===== src/rtl/f1_pkg.sv =====
// rtl/f1_pkg.sv - shared states, constants and hold-load helper for the F1 start sequencer
package f1_pkg;

   typedef enum logic [1:0] {
      ST_IDLE  = 2'd0,
      ST_COUNT = 2'd1,
      ST_HOLD  = 2'd2
   } state_e;

   localparam logic [7:0] LIGHTS_OFF          = 8'h00;
   localparam logic [7:0] LIGHTS_ALL_ON       = 8'hFF;
   localparam logic [6:0] LFSR_SEED           = 7'h01;
   localparam int         TICK_CYCLES_DEFAULT = 4;
   localparam int         TICK_W              = 16;
   localparam int         HOLD_W              = 15;

   // 7-bit value shifted by up to 8 still fits the 15-bit hold counter.
   function automatic logic [HOLD_W-1:0] hold_load(input logic [6:0] v, input int unsigned shift);
      logic [HOLD_W-1:0] w;
      w = {{(HOLD_W-7){1'b0}}, v};
      return w << shift;
   endfunction

endpackage


===== src/rtl/f1_en_sequencer_if.sv =====
// rtl/f1_en_sequencer_if.sv - trigger/lights/en/go/busy bundle between driver and sequencer
interface f1_en_sequencer_if;
   logic       trigger;
   logic [7:0] lights;
   logic       en;
   logic       go;
   logic       busy;

   modport master (output trigger, output lights, input en, input go, input busy);
   modport slave  (input trigger, input lights, output en, output go, output busy);
endinterface


===== src/rtl/lfsr7.sv =====
// rtl/lfsr7.sv - free-running 7-bit maximal-length LFSR (x^7 + x^6 + 1)
module lfsr7
   import f1_pkg::*;
(
   input  logic       clk,
   input  logic       rst,
   output logic [6:0] q
);

   logic [6:0] q_q;
   logic [6:0] q_d;

   always_comb begin
      q_d = {q_q[5:0], q_q[6] ^ q_q[5]};
   end

   always_ff @(posedge clk or posedge rst) begin
      if (rst) begin
         q_q <= LFSR_SEED;
      end else begin
         q_q <= q_d;
      end
   end

   assign q = q_q;

endmodule


===== src/rtl/f1_en_sequencer.sv =====
// rtl/f1_en_sequencer.sv - paces the start-light FSM, then holds a random time before lights-out
module f1_en_sequencer
   import f1_pkg::*;
#(
   parameter int TICK_CYCLES = TICK_CYCLES_DEFAULT,
   parameter int DELAY_SHIFT = 0
) (
   input  logic              clk,
   input  logic              rst,
   f1_en_sequencer_if.slave  bus
);

   localparam logic [TICK_W-1:0] TICK_RELOAD = TICK_W'(TICK_CYCLES - 1);

   state_e              state_q, state_d;
   logic [TICK_W-1:0]   tick_q, tick_d;
   logic [HOLD_W-1:0]   hold_q, hold_d;
   logic                en_q, en_d;
   logic                go_q, go_d;
   logic                busy_q, busy_d;
   logic [6:0]          lfsr;

   lfsr7 u_lfsr (
      .clk (clk),
      .rst (rst),
      .q   (lfsr)
   );

   always_comb begin
      state_d = state_q;
      tick_d  = tick_q;
      hold_d  = hold_q;
      en_d    = 1'b0;
      go_d    = 1'b0;
      unique case (state_q)
         ST_IDLE: begin
            if (bus.trigger && (bus.lights == LIGHTS_OFF)) begin
               state_d = ST_COUNT;
               tick_d  = TICK_RELOAD;
            end
         end
         ST_COUNT: begin
            // All lights on wins over a coincident tick expiry: no ninth count pulse.
            if (bus.lights == LIGHTS_ALL_ON) begin
               state_d = ST_HOLD;
               hold_d  = hold_load(lfsr, DELAY_SHIFT);
            end else if (tick_q == '0) begin
               tick_d = TICK_RELOAD;
               en_d   = 1'b1;
            end else begin
               tick_d = tick_q - TICK_W'(1);
            end
         end
         ST_HOLD: begin
            if (hold_q == HOLD_W'(1)) begin
               state_d = ST_IDLE;
               hold_d  = '0;
               en_d    = 1'b1;
               go_d    = 1'b1;
            end else begin
               hold_d = hold_q - HOLD_W'(1);
            end
         end
         default: begin
            state_d = ST_IDLE;
         end
      endcase
      // The lights-out pulse cycle still reports busy even though state is back in IDLE.
      busy_d = (state_d != ST_IDLE) || go_d;
   end

   always_ff @(posedge clk or posedge rst) begin
      if (rst) begin
         state_q <= ST_IDLE;
         tick_q  <= '0;
         hold_q  <= '0;
         en_q    <= 1'b0;
         go_q    <= 1'b0;
         busy_q  <= 1'b0;
      end else begin
         state_q <= state_d;
         tick_q  <= tick_d;
         hold_q  <= hold_d;
         en_q    <= en_d;
         go_q    <= go_d;
         busy_q  <= busy_d;
      end
   end

   assign bus.en   = en_q;
   assign bus.go   = go_q;
   assign bus.busy = busy_q;

endmodule


===== src/flat_wrapper.sv =====
// flat-port wrapper written by rule: the top's interface ports become plain ports
module f1_en_sequencer_flat import f1_pkg::*;
#(
   parameter int TICK_CYCLES = TICK_CYCLES_DEFAULT,
   parameter int DELAY_SHIFT = 0
)
  (clk, rst, bus_trigger, bus_lights, bus_en, bus_go, bus_busy);
  f1_en_sequencer_if bus_i ();
  input  logic clk;
  input  logic rst;
  input wire logic [$bits(bus_i.trigger)-1:0] bus_trigger;
  input wire logic [$bits(bus_i.lights)-1:0] bus_lights;
  output wire logic [$bits(bus_i.en)-1:0] bus_en;
  output wire logic [$bits(bus_i.go)-1:0] bus_go;
  output wire logic [$bits(bus_i.busy)-1:0] bus_busy;
  assign bus_i.trigger = bus_trigger;
  assign bus_i.lights = bus_lights;
  assign bus_en = bus_i.en;
  assign bus_go = bus_i.go;
  assign bus_busy = bus_i.busy;
  f1_en_sequencer #(.TICK_CYCLES(TICK_CYCLES), .DELAY_SHIFT(DELAY_SHIFT)) u_core (.clk(clk), .rst(rst), .bus(bus_i));
endmodule

===== config.mk =====
export PLATFORM = sky130hd
export DESIGN_NAME = f1_en_sequencer_flat
export DESIGN_NICKNAME = d
export VERILOG_FILES = /design/src/rtl/f1_pkg.sv /design/src/rtl/f1_en_sequencer_if.sv /design/src/rtl/lfsr7.sv /design/src/rtl/f1_en_sequencer.sv /design/src/flat_wrapper.sv
export SDC_FILE = /design/constraint.sdc
export NUM_CORES = 1
export LEC_CHECK = 0
export BUFFER_PORTS_ARGS = -buffer_cell sky130_fd_sc_hd__buf_2
export CAP_MARGIN = 20
export CORE_MARGIN = 2
export CORE_UTILIZATION = 60
export CTS_CLUSTER_SIZE = 14
export DETAILED_ROUTE_END_ITERATION = 8
export PLACE_DENSITY_LB_ADDON = 0.2
export SYNTH_ARGS = -nofsm -noshare
export SYNTH_HDL_FRONTEND = slang
export SYNTH_HIERARCHICAL = 1
export SYNTH_SLANG_ARGS = --single-unit

===== constraint.sdc =====
create_clock -name clk -period 3.6 [get_ports clk]
set_input_delay 0.18 -clock clk [delete_from_list [all_inputs] [get_ports clk]]
set_output_delay 0.18 -clock clk [all_outputs]
set_load 0.01 [all_outputs]

# After elaboration in Yosys (flattened, before gate mapping)
# Index checks and enable logic that the tools add are counted.
# word_totals
ff_bits	43
inputBits	11
output_inout_bits	3
# classes
addsub	2
eq_ne	7
mux	16
bitwise_logic	1
n_reduce_logical	10
# op_table
cell	n
16-bit 2-to-1 mux	3
16-bit one-hot mux with 2 select lines	1
15-bit 2-to-1 mux	2
15-bit one-hot mux with 2 select lines	1
16-bit logical NOT	1
16-bit by 1-bit subtractor with 16-bit output, second input constant	1
15-bit by 1-bit == test with 1-bit output, second input constant	1
15-bit by 1-bit subtractor with 15-bit output, second input constant	1
8-bit == test, second input constant	1
8-bit logical NOT	1
2-bit 2-to-1 mux	3
2-bit one-hot mux with 3 select lines	1
2-bit nonzero test	3
1-bit 2-to-1 mux	4
2-bit by 1-bit inequality test with 1-bit output, second input constant	2
3-bit AND reduction	1
2-bit by 1-bit == test with 1-bit output, second input constant	1
2-bit == test, second input constant	1
2-bit logical NOT	1
2-bit inequality test, second input constant	1
1-bit one-hot mux with 2 select lines	1
2-bit AND reduction	1
1-bit logical AND	1
1-bit logical OR	1
1-bit XOR	1

# Logic depth before layout (Yosys ltp)
# Gate-level depths: netlist of the first run.
# logic_depth
ltp_word	6
mapped_depth	10
mapped_depth_nobuf	7

# Cells and area by module
# Netlist of the first run, hierarchy kept.
# modules_own_cells
mod	instances	cells_each	area_per_inst_um2	seq_area_each_um2
f1_en_sequencer	1	237	2178.3	900.9
lfsr7	1	15	234.0	176.4

# Least setup slack after synthesis of the first run
# OpenSTA, ideal clock, no wires.
# synth_path
kind	register -> register
from	register u_core.tick_q[0]
to	register u_core.tick_q[3]
setup_time_ns	0.126
arrival_ns	2.055
setup_slack_ns	1.419
path_stages_with_launch	8
n_path_buf	0
path_cell_list	dfrtp_1 -> inv_1 -> ha_1 -> nor4b_2 -> nand4_1 -> o31a_1 -> nor2b_1 -> a221o_1
# synth_via
elab_chain_len	4
word_cells_on_any_way	5
classes_between	add/sub: 1; mux: 3; reduce/logical: 1
# synth_lines
element	line_no	source
start, declared	f1_en_sequencer.sv:16	logic [TICK_W-1:0] tick_q, tick_d;
start signal, assigned	f1_en_sequencer.sv:82	tick_q <= tick_d;
16-bit by 1-bit subtractor with 16-bit output / 16-bit logical NOT (equally long branches)	f1_en_sequencer.sv:51, f1_en_sequencer.sv:47	
16-bit 2-to-1 mux *	f1_en_sequencer.sv:47	end else if (tick_q == '0) begin
16-bit 2-to-1 mux *	f1_en_sequencer.sv:44	if (bus.lights == LIGHTS_ALL_ON) begin
16-bit one-hot mux with 2 select lines *	f1_en_sequencer.sv:35	unique case (state_q)
# Mark *: on every way between the ends. The rest lies on a longest branch, timed or not. The select of a mux whose other input is x is not followed.
# A chain may end at the register's enable or synchronous reset.

# Worst setup path after layout of the first run
# Ends and elaborated chain as after synthesis.

==> metrics.txt, run 1 <==
die area approximately 4500 um^2; insertion delay to the later sink of the worst-skew pair between 200 and 300 ps; reg2reg end u_core/tick_q[3]$_DFFE_PP0P_; chip height about 67 um; crit path capture u_core/tick_q[3]$_DFFE_PP0P_; Lkg Pwr around 1.1 nW; DRT antenna net count 0; final wirelength 4924 um; Post-synth EDFFs 0; power per cell area a little under 400 nW/um^2; cell taking the most area after synthesis dfrtp_1; Mapped Area ~2400 um^2; postcts setup bufs 0; WP data required 3770 ps; core area approximately 3900 um^2; Residual DRC 0; FF+latch count, synth between 40 and 50; arrival time worst endpoint between 2000 and 3000 ps; placed cells slightly above 300; Post-synth ARST share between 90% and 100%; Hold/Removal Path Class primary input to asynchronous set/reset pin; layout cell share with drive strength beyond 1 13.69%; final hold viol count 0; Overflow after GRT 0; initial antenna violation count 0; CTS root buffer clkbuf_8; clock buffer depth 2; RSZ-0062 raised after global routing false; Worst Reg-to-Reg Cells 7; number of I/O pins 14; Period Utilization, post-route a little under three quarters; # nets final between 200 and 300; total track usage between 20% and 30%; DR vias/cell between 6 and 7; Tot Pwr roughly 1 mW; post-synth cell types 47; PortBufs 13; Post-Syn Area per Cell between 9 and 10 um^2; DR WL/cell ~16 um; synthesized instance count between 200 and 300; register area share after synthesis ~45%; n_diodes 0; largest net degree at the start of global routing 37; reg-to-reg startpoint u_core/tick_q[0]$_DFFE_PP0P_; CP max FO 7; Site Rows 23; fin util 65.63%; H-tree depth 2; Setup TNS 0 ps; Worst-Margin Slew between 500 and 600 ps; Die W a little under 70 um; final instance area between 2000 and 3000 um^2; CP startpoint u_core/tick_q[0]$_DFFE_PP0P_; PnR worst setup slack approximately 1000 ps; syn_nets 270; fin crit period approximately 2600 ps; Fmax about 0.39 GHz; post-DP HPWL 3569 um; peak supply drop 238.2 uV; clock sink count 43; ys flop type dfrtp_1; status finished clean; element type at the critical path start register; CTS Buf Count 5; Initial Util about three fifths; Layout area overhead 7.261%; first-pass GRT wire length roughly 8500 um; PostCTS Resize Cnt 0; Placement Setup Slack around 1100 ps; Finished Layout Cells around 310; max-slew violations 0; Post-synth top cells 42 x dfrtp_1, 25 x nor2_1, 22 x o21ai_0, 13 x inv_1, 13 x nand2_1; cts hold-fix bufs 1; area post-placement 2474 um^2; top area cells in the synthesized netlist dfrtp_1 44%, o21ai_0 4.6%, nor2_1 3.9%; Yosys warnings 6; relative slew slack 61.29%; Clock Skews approximately 6.3 ps; number of global-route vias before repair about 1,900; Max-Cap Viols 0; minimum hold slack 366.0 ps; flop-to-flop setup slack ~1000 ps; CTS clk-pin slew, worst paths 80 ps; CP Class register to register; element type at the critical path end register; CTS tree done; drt pass-1 iters 4; share of the synthesized area in the top cell type between 40% and 50%; Final setup viols 0; count leader, synth dfrtp_1; initial drt markers between 100 and 150; routability cong. between 0.8 and 0.9; via count 1,927
## layout by cell type (no fill, tap or decap), drive strengths merged, types with 2 or more instances in the layout
| master | synthesis | final |
|---|---|---|
| or3 | 8 | 8 |
| inv | 13 | 13 |
| or4 | 7 | 7 |
| nand4 | 6 | 6 |
| nor2 | 25 | 25 |
| or2 | 3 | 3 |
| nor3 | 9 | 9 |
| nand2 | 13 | 13 |
| dfrtp | 42 | 42 |
| buf | 10 | 16 |
| o2bb2ai | 5 | 5 |
| ha | 7 | 7 |
| o41ai | 4 | 4 |
| nand2b | 9 | 9 |
| nand3 | 3 | 3 |
| a21oi | 12 | 12 |
| clkbuf | 4 | 7 |
| a22o | 6 | 6 |
| o31a | 2 | 2 |
| o31ai | 6 | 6 |
| a31oi | 3 | 3 |
| xor2 | 5 | 5 |
| o21ai | 22 | 22 |
| nor4 | 8 | 8 |
| a21o | 4 | 4 |
## how the worst min path moves through the flow
stage,from,end,slack (ps),depth (start not counted)
after floorplan,rst,u_core/u_lfsr/q[1]$_DFF_PP0_,-20,1
after global placement,rst,u_core/u_lfsr/q[1]$_DFF_PP0_,120,2
after detailed placement,rst,u_core/u_lfsr/q[1]$_DFF_PP0_,140,2
after CTS,bus_lights[4],u_core/state_q[0]$_DFF_PP0_,360,4
after global routing,bus_lights[4],u_core/state_q[0]$_DFF_PP0_,380,4
final,rst,u_core/u_lfsr/q[5]$_DFF_PP0_,370,3
## power breakdown
group          switching, mW  internal, mW  leakage (nW)  total [mW]
clock network          0.160         0.175        0.0505       0.335
logic                 0.0951        0.0557         0.515       0.151
registers             0.0309         0.510         0.566       0.541
## area by class of cell
| cell class | count | area [um^2] |
|---|---|---|
| flip-flops and latches | 43 | 1077 |
| multi-input cells | 182 | 1197 |
| repair buffers | 17 | 97.59 |
| inverters | 13 | 48.80 |
| clock inverters | 1 | 7.507 |
| well taps | 50 | 62.56 |
| fillers | 299 | 1355 |
| clock buffers | 7 | 96.34 |
## sequential cells by signal (all words and copies together), names as in the netlist
name / cells
u_core/bus.en: 1
u_core/state_q: 2
u_core/hold_q: 15
u_core/bus.go: 1
u_core/u_lfsr/q: 7
u_core/tick_q: 16
u_core/bus.busy: 1
## layer usage
layer  track usage [%]  vias to the layer above  wire length (um)  share of wire, %
met4             9.184                        0                59               1.2
met1             34.60                      954              2398                49
met3             4.167                        6               125               2.5
li1                  -                      941                 -                 -
met2             39.36                       26              2341                48
met5                 0                        -                 0                 0
## worst max-delay path, stage by stage (launching register included)
cell and delay, ps:
dfrtp_1 440, inv_1 90, ha_1 220, nor4b_2 390, nand4_1 310, o31a_1 460
nor2b_1 250, a221o_1 320
## kinds of logic after synthesis
group	after synthesis	synth area share, %
adder cells (fa/ha/maj)	7	3.631
AO/OA/AOI/OAI	71	21.32
XOR/XNOR	5	1.815
flip-flops	43	44.66
buffers and inverters	27	5.705
AND/OR/NAND/NOR	98	22.46
multiplexers	1	0.4150
(Power assumes the default switching activity.)
==> run 2, diff against run 1 <==
- ABC_AREA: default -> 1
- clock period: 3.6 -> 2.7 ns (I/O delays scaled with it)
==> metrics.txt, run 2 <==
Overflow after GRT 0 (unchanged); CTS root buffer clkbuf_8; minimum hold slack 291.4 ps (-74.58 ps); Fmax 0.4463 GHz (+15%); most common cell after layout, fill and taps aside nand2_1; core area 4384 um^2 (+11%); Max-Cap Viols 0 (unchanged); arrival time worst endpoint 2430 ps (-320 ps); fin util 67.41% (+1.8 points); Mapped Area 2765 um^2 (+15%); top area cells in the synthesized netlist dfrtp_1 38%, nand2_1 16%, nor2_1 7.1%; layout cell share with drive strength beyond 1 15.54% (+1.9 points); peak supply drop 219.7 uV (-7.7%); clock sink count 43 (unchanged); n_diodes 0 (unchanged); CTS Buf Count 5 (unchanged); Die W 71.89 um (+6.6%); Lkg Pwr 1.538 nW (+36%); max-slew violations 0 (unchanged); # fillers 364 (+22%); Slowest cell on crit path nand2_1; Site Rows 24 (+4.3%); Final setup viols 0 (unchanged); DRT antenna net count 0 (unchanged); ys flop type dfrtp_1; Worst-Margin Slew 853.9 ps (+274.5 ps); Hold/Removal Path Class primary input to asynchronous set/reset pin; Layout area overhead 6.878%; flop-to-flop setup slack 460 ps (-560 ps); H-tree depth 2 (unchanged); Worst Reg-to-Reg Cells 7 (unchanged); max incr delay on CP 580 ps (+120 ps); Worst path most repeated cell a21oi_1; share of the synthesized area in the top cell type 38.01% (-5.6 points); DR vias/cell 5.195 (-16%); FF+latch count, synth 43 (unchanged); PostCTS Resize Cnt 0 (unchanged); Tot Pwr 1.193 mW (+16%); Largest register FFs 16 (unchanged); power per cell area 403.8 nW/um^2 (+1.8%); reg-to-reg startpoint u_core/state_q[1]$_DFF_PP0_; count leader, synth nand2_1; Post-synth EDFFs 0 (unchanged); routability cong. 0.8672 (-1.5%); element type at the critical path start register; final wirelength 5595 um (+14%); CP Class register to register; Period Utilization, post-route 82.99% (+11 points); element type at the critical path end register; CP max FO 20 (+13); chip height 71.89 um (+6.6%); postcts setup bufs 0 (unchanged); status finished clean; insertion delay to the later sink of the worst-skew pair 300 ps (about the same); CTS tree done; Post-synth ARST share 100.0% (unchanged); Post-Syn Area per Cell 7.182 um^2 (-25%); CTS clk-pin slew, worst paths 90 ps (about the same); post-DP HPWL 4216 um (+18%); Clock Skews 9.046 ps (+2.775 ps); RSZ-0062 raised after global routing false; number of I/O pins 14 (unchanged); Yosys warnings 6 (unchanged); number of global-route vias before repair 2,371 (+26%); reg2reg end u_core/hold_q[1]$_DFFE_PP0P_; via count 2,343 (+22%); Largest Register u_core/tick_q; synthesized instance count 385 (+53%); critical-path cell list inv_1 > ha_1 > nand3_1 > nand2_1 > inv_2 > a21oi_1 > a21oi_1; syn_nets 403 (+49%); final hold viol count 0 (unchanged); initial drt markers 152 (+4.8%); Setup TNS 0 ps (unchanged); Post-synth top cells 115 x nand2_1, 52 x nor2_1, 50 x inv_1, 42 x dfrtp_1, 27 x nand3_1; Initial Util 63.07% (+1.9 points); largest net degree at the start of global routing 24 (-35%); first-pass GRT wire length 10,270 um (+21%); PortBufs 13 (unchanged); register area share after synthesis 38.96% (-5.7 points); # nets final 416 (+49%); die area 5167 um^2 (+14%); commonest cells after routing, fill and taps aside 115 x nand2_1, 52 x nor2_1, 50 x inv_1; post-synth cell types 30 (-36%); cell taking the most area after synthesis dfrtp_1; total track usage 24.97% (+0.068 points); DR WL/cell 12.41 um (-21%); drt pass-1 iters 4 (unchanged); initial antenna violation count 0 (unchanged); fin crit period 2241 ps (-339.1 ps); relative slew slack 43.01% (-18 points); clock buffer depth 2 (unchanged); Residual DRC 0 (unchanged); WP data required 2890 ps (-880 ps)
==> run 2: cell count changes after synthesis, sizes merged, moves of 7 or more <==
cell / before / now
or4: 7 / 0
nor4: 8 / 0
inv: 13 / 54
or3: 8 / 0
nand2: 13 / 130
nand3: 3 / 30
o21ai: 22 / 9
nor2: 25 / 66
nand2b: 9 / 0
==> run 2: worst max path at each step <==
stage                                           start                       endpoint  slack [ps]  depth (start not counted)
after floorplan           u_core/state_q[1]$_DFF_PP0_  u_core/tick_q[10]$_DFFE_PP0P_        1230                         11
after global placement    u_core/state_q[1]$_DFF_PP0_   u_core/hold_q[0]$_DFFE_PP0P_         660                          7
after detailed placement  u_core/state_q[1]$_DFF_PP0_   u_core/hold_q[6]$_DFFE_PP0P_         510                          7
after CTS                 u_core/state_q[1]$_DFF_PP0_   u_core/hold_q[1]$_DFFE_PP0P_         500                          7
after global routing      u_core/state_q[1]$_DFF_PP0_   u_core/hold_q[6]$_DFFE_PP0P_         280                          7
final                     u_core/state_q[1]$_DFF_PP0_   u_core/hold_q[1]$_DFFE_PP0P_         460                          7
==> run 2: cells by family (layout without fill, tap and decap cells) <==
logic type               Yosys count  count (layout)  synth area share [%]
XOR/XNOR                          11              11                 3.484
buffers and inverters             65              79                 10.54
AO/OA/AOI/OAI                     18              18                 3.801
adder cells (fa/ha/maj)            7               7                 3.167
flip-flops                        43              43                 38.96
AND/OR/NAND/NOR                  241             241                 40.04
==> run 2: cell type report <==
cell class / instances / area, um^2 / area share [%]
clock buffers: 5 / 68.82 / 2.329
inverters: 55 / 211.5 / 7.155
multi-input cells: 277 / 1396 / 47.25
clock inverters: 3 / 46.29 / 1.566
well taps: 52 / 65.06 / 2.202
flip-flops and latches: 43 / 1077 / 36.45
repair buffers: 16 / 90.09 / 3.048
==> run 2: routing by layer <==
layer  track usage [%]  wire length [um]
met5                 0                 0
met3             5.767               270
met2             42.80              2750
met4             8.805               101
met1             30.90              2474
==> run 2: worst max-delay path, delay by kind of cell (launching register included) <==
kind,cells,cell delay [ps]
buffers and inverters,2,290
adder cells (fa/ha/maj),1,400
AND/OR/NAND/NOR,2,760
flip-flops,1,420
AO/OA/AOI/OAI,2,250
==> run 2: power breakdown <==
group	switching [mW]	total (mW)	leakage, nW	internal (mW)
combinational	0.0200	0.0303	0.947	0.0104
sequential	0	0.643	0.536	0.643
clock	0.241	0.520	0.0548	0.279
total	0.261	1.19	1.54	0.933
==> run 2: metrics by stage <==
| stage | instances | setup slack, ps | instance area, um^2 |
|---|---|---|---|
| floorplan | 385 | 1228 | 2765 |
| global placement | 442 | 656.0 | 2830 |
| detailed placement | 442 | 506.8 | 2830 |
| CTS | 451 | 495.9 | 2955 |
| global route | 451 | 284.2 | 2955 |
| finish | 451 | 459.1 | 2955 |
==> run 2: timing repair <==
item                                    4_1_cts  5_1_grt
hold endpoints to repair                      7        0
hold buffers                                  1        0
endpoints found under the setup margin        0        0
==> run 3, diff against run 2 <==
- clock period: 2.7 -> 2.3 ns (I/O delays scaled with it)
==> metrics.txt, run 3 (synthesized netlist as in run 2, its figures left out) <==
Hold/Removal Path Class primary input to asynchronous set/reset pin; DR vias/cell 5.093 (-2.0%); largest net degree at the start of global routing 37 (+54%); Seq pwr share 60.1% (+6.2 points); # nets final 416 (unchanged); RSZ-0062 raised after global routing false; element type at the critical path end register; Clock Skews 2.342 ps (-6.704 ps); Lkg Pwr 1.524 nW (-0.86%); Initial Util 63.07% (unchanged); element type at the critical path start register; drt pass-1 iters 4 (unchanged); arrival time worst endpoint 2030 ps (-400 ps); CP max FO 20 (unchanged); Largest register FFs 16 (unchanged); Max-Cap Viols 0 (unchanged); Finished Layout Cells 451 (unchanged); layout cell share with drive strength beyond 1 15.04% (-0.50 points); Residual DRC 0 (unchanged); Die W 71.89 um (unchanged); CTS Buf Count 5 (unchanged); max-slew violations 0 (unchanged); Tot Pwr 1.257 mW (+5.3%); insertion delay to the later sink of the worst-skew pair 290 ps (about the same); placed cells 442 (unchanged); minimum hold slack 292.9 ps (+1.538 ps); clock buffer depth 2 (unchanged); postcts setup bufs 0 (unchanged); clock sink count 43 (unchanged); core area 4384 um^2 (unchanged); number of I/O pins 14 (unchanged); PortBufs 13 (unchanged); initial drt markers 124 (-18%); CP Class register to register; CTS root buffer clkbuf_8; post-DP HPWL 4105 um (-2.6%); n_diodes 0 (unchanged); peak supply drop 267.7 uV (+22%); number of global-route vias before repair 2,306 (-2.7%); CTS tree done; WP data required 2480 ps (-410 ps); DRT antenna net count 0 (unchanged); Period Utilization, post-route 80.48% (-2.5 points); Setup TNS 0 ps (unchanged); status finished clean; power per cell area 430.1 nW/um^2 (+6.5%); chip height 71.89 um (unchanged); H-tree depth 2 (unchanged); Final setup viols 0 (unchanged); DR WL/cell 12.24 um (-1.4%); most common cell after layout, fill and taps aside nand2_1; Fmax 0.5403 GHz (+21%); first-pass GRT wire length 9894 um (-3.7%); Largest Register u_core/tick_q; Worst-Margin Slew 475.4 ps (-378.5 ps); CTS clk-pin slew, worst paths 80 ps (about the same); switching fraction of total power 22.03% (+0.18 points); Psw 276.8 uW (+6.2%); combinational power share 2.8% (+0.3 points); clock share of power 37.1% (-6.4 points); initial antenna violation count 0 (unchanged); final wirelength 5518 um (-1.4%); relative slew slack 68.31% (+25 points); Layout area overhead 5.656%; commonest cells after routing, fill and taps aside 115 x nand2_1, 52 x nor2_1, 50 x inv_1; Overflow after GRT 0 (unchanged); Int Pwr 979.8 uW (+5.1%); Site Rows 24 (unchanged); total track usage 24.05% (-0.92 points); fin crit period 1851 ps (-389.9 ps); final hold viol count 0 (unchanged); via count 2,297 (-2.0%); die area 5167 um^2 (unchanged); routability cong. 0.9311 (+7.4%)
-- run 3: cell types whose count changed in the layout (fill, tap and decap cells not counted) --
cell and delta:
bufinv_16 -1, clkbuf_1 +2, clkinv_2 +1, clkinvlp_4 -1, inv_6 -1
-- run 3: per-layer routing --
metal / up-vias / GRT usage [%] / part of all wire (%)
met5: - / 0 / 0
met4: 0 / 10.69 / 2.3
met3: 14 / 3.938 / 2.9
met2: 38 / 40.33 / 49
met1: 1044 / 30.64 / 46
li1: 1201 / - / -
-- run 3: worst paths after layout --
kind,start,to,slack [ps],cells after the start
max in group asynchronous,rst,u_core/tick_q[14]$_DFFE_PP0P_,1490,4
min in group clk,bus_lights[1],u_core/state_q[0]$_DFF_PP0_,350,8
setup / recovery,u_core/state_q[1]$_DFF_PP0_,u_core/hold_q[0]$_DFFE_PP0P_,450,8
hold / removal,rst,u_core/u_lfsr/q[1]$_DFF_PP0_,290,3
setup reg to reg,u_core/state_q[1]$_DFF_PP0_,u_core/hold_q[0]$_DFFE_PP0P_,450,8
hold reg to reg,u_core/u_lfsr/q[1]$_DFF_PP0_,u_core/u_lfsr/q[2]$_DFF_PP0_,380,0
-- run 3: area by class of cell --
| cell class | count | area, um^2 |
|---|---|---|
| Clock inverter | 1 | 5.005 |
| Inverter | 55 | 211.5 |
| Clock buffer | 7 | 76.32 |
| Tap cell | 52 | 65.06 |
| Multi-Input combinational cell | 277 | 1396 |
| Fill cell | 381 | 1463 |
| Sequential cell | 43 | 1077 |
| Timing Repair Buffer | 16 | 90.09 |
-- run 3: repair_timing --
| action | CTS | global route |
|---|---|---|
| resized for setup | 0 | 0 |
| hold buffers | 1 | 0 |
| endpoints found under the hold margin | 42 | 0 |
-- run 3: metrics by stage --
| stage | setup WS, ps | instance area, um^2 | util (%) |
|---|---|---|---|
| after global placement | 589.1 | 2830 | 64.55 |
| after global routing | 195.4 | 2922 | 66.64 |
| after detailed placement | 446.1 | 2830 | 64.55 |
| after CTS | 432.4 | 2922 | 66.64 |
| final | 449.1 | 2922 | 66.64 |
| after floorplan | 827.7 | 2765 | - |
-- run 3: power by group through the flow --
stage                     sequential, mW  combinational [mW]  clock (mW)
after detailed placement           0.770              0.0349           0
after global placement             0.770              0.0340           0
after floorplan                    0.770              0.0177           0
after global routing               0.755              0.0415       0.503
final                              0.755              0.0352       0.466
after CTS                          0.755              0.0364       0.472
-- run 3: worst max-delay path, stage by stage (launching register included) --
cell	delay (ps)
dfrtp_1	420
inv_1	110
ha_1	370
nand3_1	160
nand2_1	80
buf_4	240
inv_2	120
a21oi_1	150
a21oi_1	80
